`config.mk`:
```
export PLATFORM = sky130hd
export DESIGN_NAME = irq_ctrl
export DESIGN_NICKNAME = d
export VERILOG_FILES = /design/src/rtl/irq_ctrl.sv
export SDC_FILE = /design/constraint.sdc
export NUM_CORES = 1
export LEC_CHECK = 0
export BUFFER_PORTS_ARGS = -buffer_cell sky130_fd_sc_hd__buf_2
export CORE_ASPECT_RATIO = 1.5
export CORE_MARGIN = 1
export CORE_UTILIZATION = 30
export DETAILED_ROUTE_END_ITERATION = 8
export PLACE_DENSITY = 0.58
export SYNTH_ARGS = -nofsm -noshare
export SYNTH_HDL_FRONTEND = slang
export SYNTH_SLANG_ARGS = --single-unit
```
`constraint.sdc`:
```
create_clock -name Clk -period 1.82 [get_ports Clk]
set_input_delay 0.091 -clock Clk [delete_from_list [all_inputs] [get_ports Clk]]
set_output_delay 0.091 -clock Clk [all_outputs]
set_load 0.01 [all_outputs]
```
`src/rtl/irq_ctrl.sv`:
```
// Prioritised external interrupt controller: sync + rising-edge detect, pending/mask, req/ack/reti handshake.
// Optional build macro IRQ_OVERRUN_EN adds sticky per-source overrun flags (o_overrun, i_ovr_clr).
//
// state      | meaning
// -----------+--------------------------------------------------------------
// ST_IDLE    | nothing in flight; pick lowest eligible source when one appears
// ST_REQ     | o_irq_req high, vector frozen, waiting for i_irq_ack
// ST_SERVICE | core is running the handler (o_busy), waiting for i_reti
module irq_ctrl #(
  parameter int N_SRC = 31,
  parameter int VEC_W = 5
) (
  input  logic             Clk,
  input  logic             Rst,
  input  logic [N_SRC-1:0] i_ext,
  input  logic             i_mask_we,
  input  logic [N_SRC-1:0] i_mask_data,
  output logic [N_SRC-1:0] o_mask,
  output logic [N_SRC-1:0] o_pending,
  output logic             o_irq_req,
  output logic [VEC_W-1:0] o_irq_vec,
  input  logic             i_irq_ack,
  input  logic             i_reti,
  output logic             o_busy
`ifdef IRQ_OVERRUN_EN
  ,
  input  logic             i_ovr_clr,
  output logic [N_SRC-1:0] o_overrun
`endif
);

  typedef enum logic [1:0] {ST_IDLE, ST_REQ, ST_SERVICE} state_t;

  state_t           state_q, state_d;
  logic [N_SRC-1:0] sync1_q, sync2_q, prev_q;
  logic [N_SRC-1:0] pend_q, pend_d;
  logic [N_SRC-1:0] mask_q, mask_d;
  logic [N_SRC-1:0] rise, elig, clr;
  logic             req_q, req_d;
  logic             busy_q, busy_d;
  logic [VEC_W-1:0] vec_q, vec_d, low_idx;

  always_ff @(posedge Clk or negedge Rst) begin
    if (!Rst) begin
      sync1_q <= '0;
      sync2_q <= '0;
      prev_q  <= '0;
      pend_q  <= '0;
      mask_q  <= '1;
      state_q <= ST_IDLE;
      req_q   <= 1'b0;
      busy_q  <= 1'b0;
      vec_q   <= '0;
    end else begin
      sync1_q <= i_ext;
      sync2_q <= sync1_q;
      prev_q  <= sync2_q;
      pend_q  <= pend_d;
      mask_q  <= mask_d;
      state_q <= state_d;
      req_q   <= req_d;
      busy_q  <= busy_d;
      vec_q   <= vec_d;
    end
  end

  // Descending scan so the last hit, i.e. the lowest index, wins.
  always_comb begin
    rise    = sync2_q & ~prev_q;
    elig    = pend_q & mask_q;
    low_idx = '0;
    for (int i = N_SRC - 1; i >= 0; i--) begin
      if (elig[i]) low_idx = VEC_W'(i);
    end
  end

  always_comb begin
    state_d = state_q;
    req_d   = req_q;
    busy_d  = busy_q;
    vec_d   = vec_q;
    clr     = '0;
    case (state_q)
      ST_IDLE: begin
        if (elig != '0) begin
          vec_d   = low_idx;
          req_d   = 1'b1;
          state_d = ST_REQ;
        end
      end
      ST_REQ: begin
        if (i_irq_ack) begin
          clr     = {{(N_SRC-1){1'b0}}, 1'b1} << vec_q;
          req_d   = 1'b0;
          busy_d  = 1'b1;
          state_d = ST_SERVICE;
        end
      end
      ST_SERVICE: begin
        if (i_reti) begin
          busy_d  = 1'b0;
          state_d = ST_IDLE;
        end
      end
      default: begin
        req_d   = 1'b0;
        busy_d  = 1'b0;
        state_d = ST_IDLE;
      end
    endcase
  end

  // A new edge on the bit being acknowledged must survive the clear.
  assign pend_d = (pend_q & ~clr) | rise;
  assign mask_d = i_mask_we ? i_mask_data : mask_q;

  assign o_mask    = mask_q;
  assign o_pending = pend_q;
  assign o_irq_req = req_q;
  assign o_irq_vec = vec_q;
  assign o_busy    = busy_q;

`ifdef IRQ_OVERRUN_EN
  logic [N_SRC-1:0] ovr_q, ovr_d;

  assign ovr_d = (ovr_q & ~{N_SRC{i_ovr_clr}}) | (rise & pend_q);

  always_ff @(posedge Clk or negedge Rst) begin
    if (!Rst) ovr_q <= '0;
    else      ovr_q <= ovr_d;
  end

  assign o_overrun = ovr_q;
`endif

endmodule

```
==> metrics.csv <==
stage,metric,value,unit
status,status,"complete, but fails checks",
status,failing checks,negative setup slack,
worst_setup_path,reg2reg start,o_mask[28]$_DFFE_PN1P_,
floorplan,die area,19500,µm²
sta,final worst path period need,1.84,ns
worst_setup_path,slowest CP cell,dfstp_2,
worst_setup_path,Startpoint Class,flip-flop,
grt,vias in the first global route,4283,
layout,"commonest non-fill, non-tap cell in the layout",buf_2,
sta,fin worst setup slack,-0.0193,ns
worst_setup_path,critical setup path kind,reg -> reg,
placement,Placed Area,6890,µm²
yosys,Gate Count Post-Synth,408,
yosys,warnings from Yosys,0,
clock_tree,Clock transition at path regs,0.07,ns
power_and_ir_drop,pwr dens,1160,nW/µm²
yosys,Avg Inst Size Synth,13.9,µm²
clock_tree,Sink Count,164,
grt,global-route wire length before repair,23500,µm
power_and_ir_drop,Pint,6830,µW
sta,fin crit share,101,%
power_and_ir_drop,Seq pwr share,45.8,%
sta,"Slew Viols, Final",0,
grt,initial antenna violation count,0,
drt,Remaining DRCs,0,
sta,Worst slew margin,63.6,%
clock_tree,htree depth,4,
sta,Max Freq,0.544,GHz
grt,met3 Resource Use GR,3.29,%
worst_setup_path,Worst Path Required,2.12,ns
floorplan,FP Rows,61,
power_and_ir_drop,worst vdd ir,531,µV
layout,antenna diode count,0,
grt,pin count of the biggest net entering global routing,58,
run,# Max-Cap Violations,0,
yosys,post-synth cell types,39,
worst_setup_path,element type at the critical path end,flip-flop,
drt,DR vias/cell,4.50,
drt,Routed Antenna Nets,0,
drt,via count,4110,
worst_setup_path,CP Cell Sequence,"and2_1, o211ai_1, a211oi_2, buf_4, o2111ai_1, a22o_1, a22o_1",
clock_tree,Clk Tree Root Cell,clkbuf_16,
yosys,sequential share of the synthesized area,72.9,%
yosys,number of synthesized flops with an enable pin,0,
clock_tree,CTS tree,built,
worst_setup_path,"slowest stage delay, CP",0.56,ns
layout,layout cell share with drive strength beyond 1,42.2,%
floorplan,Ports,136,
power_and_ir_drop,Total Power,9550,µW
placement,GP Congestion,0.839,
sta,hold_ws,0.119,ns
yosys,Main synth FF type,dfrtp_1,
placement,HPWL after detailed placement,11000,µm
floorplan,Starting Density,30.7,%
yosys,syn nets,475,
layout,most frequent cells in the layout,"134 x buf_2, 132 x dfrtp_1, 65 x o21ai_0, 65 x dlygate4sd3_1, 34 x inv_1",
sta,setup repair after global routing missed its margin,yes,
floorplan,Core Area,18500,µm²
yosys,Yosys reg bits,164,
drt,Routed WL,15300,µm
clock_tree,Skew-Pair Late Insertion Delay,0.42,ns
worst_setup_path,CP arrival,2.14,ns
power_and_ir_drop,Psw,2720,µW
layout,Area Growth Syn to Fin,44.3,%
floorplan,Die W,114,µm
yosys,Post-Syn Area,5690,µm²
sta,slew at the pin with the worst max-slew slack,0.545,ns
layout,fin area,8210,µm²
floorplan,die height,171,µm
grt,met1 usage,17.9,%
placement,port bufs,135,
clock_tree,Num CTS Buffers,17,
sta,Worst Skew,0.00760,ns
power_and_ir_drop,Combinational Power Share,16.8,%
sta,Final Hold Vio Count,0,
drt,Starting DRT DRC Count,154,
yosys,share of flip-flops with an asynchronous set or reset,100,%
worst_setup_path,worst setup path start,o_mask[28]$_DFFE_PN1P_,
grt,grt ovf,0,
clock_tree,CTS max path bufs,2,
grt,GRT Total Usage,16.4,%
worst_setup_path,worst reg-to-reg setup slack,-0.02,ns
power_and_ir_drop,Switching Fraction,28.5,%
power_and_ir_drop,Clock power frac,37.3,%
drt,Pre-antenna DRT Iters,4,
layout,"Net count, final",715,
grt,GRT Max-Usage Layer,met2,
worst_setup_path,crit path max fanout,5,
drt,drt wl/cell,16.8,µm
power_and_ir_drop,Leak,0.00362,µW
grt,met2 GRT Util,29.7,%
worst_setup_path,cell mode on critical path,a22o_1,
worst_hold_path,Hold Path Class,in -> async,
sta,Final Setup Violations,1,
worst paths after layout:
path	endpoint	depth (start not counted)
max	o_irq_vec[0]$_DFFE_PN0P_	7
min	sync1_q[13]$_DFF_PN0_	2
max reg2reg	o_irq_vec[0]$_DFFE_PN0P_	7
min in group Clk	o_mask[0]$_DFFE_PN1P_	2
min reg2reg	sync2_q[25]$_DFF_PN0_	0
max in group asynchronous	o_mask[7]$_DFFE_PN1P_	3
cell type report:
type,count,area (µm²)
Clock buffer,19,443
Clock inverter,13,148
Fill cell,1705,10300
Inverter,34,128
Multi-Input combinational cell,206,1470
Sequential cell,164,4140
Tap cell,252,315
Timing Repair Buffer,225,1560
power by group through the flow:
stage                     clock network [µW]  logic, µW  registers [µW]
final                                   3570       1610            4380
after CTS                               3650       1600            4370
after global placement                     0       1450            4400
after floorplan                            0        608            4450
after detailed placement                   0       1460            4430
after global routing                    3810       1750            4430
flip-flops by register name (all words and copies together), names as in the netlist:
name       cells
prev_q        31
sync1_q       31
o_pending     31
o_mask        31
o_irq_vec      5
sync2_q       31
state_q        2
o_irq_req      1
o_busy         1
stage by stage:
stage	utilization (%)	setup TNS, ns	std cells	worst slack, ns
floorplan	-	0	408	0.141
global placement	37.1	-0.112	815	-0.0909
detailed placement	37.1	-0.343	815	-0.154
CTS	44.0	-0.0109	912	-0.0109
global route	44.2	-0.147	913	-0.0653
finish	44.2	-0.0193	913	-0.0193
worst max-delay path: cells and delay by family, from the launching register on:
family                 cells  cell delay, ns
AOI/OAI and AO/OA          5            0.86
DFF                        1            0.56
buffers and inverters      1            0.17
and+or+nand+nor            1            0.13
routing by layer:
layer / up-vias / part of all wire [%]
met5: - / 0
met4: 0 / 4.0
met3: 30 / 3.5
met2: 112 / 55
met1: 2053 / 37
li1: 1915 / -
repair_timing:
| action | CTS | global route |
|---|---|---|
| pin swaps | 6 | 7 |
| hold buffers | 65 | 0 |
| endpoints found under the setup margin | 3 | 5 |
| setup buffers | 0 | 1 |
| hold endpoints to repair | 201 | 0 |
| resized for setup | 8 | 10 |
synth_stat cells, drive strengths merged (5+ instances only):
cell type | number | area, µm²
nor2 | 9 | 33.8
a22oi | 6 | 45.0
a22o | 15 | 151
nand2 | 30 | 115
dfstp | 31 | 815
inv | 34 | 128
and2 | 5 | 32.5
o21ai | 68 | 340
a21oi | 8 | 40.0
mux2 | 31 | 349
dfrtp | 133 | 3330
cell families (layout without fill, tap and decap cells):
group | Yosys count | count (layout) | share of synthesized area, %
mux | 31 | 31 | 6.14
buf+inv | 38 | 291 | 2.51
simple gates | 59 | 59 | 5.46
compound gates | 116 | 116 | 13.0
flops | 164 | 164 | 72.9
No activity file was read; power rests on OpenSTA's default activity.
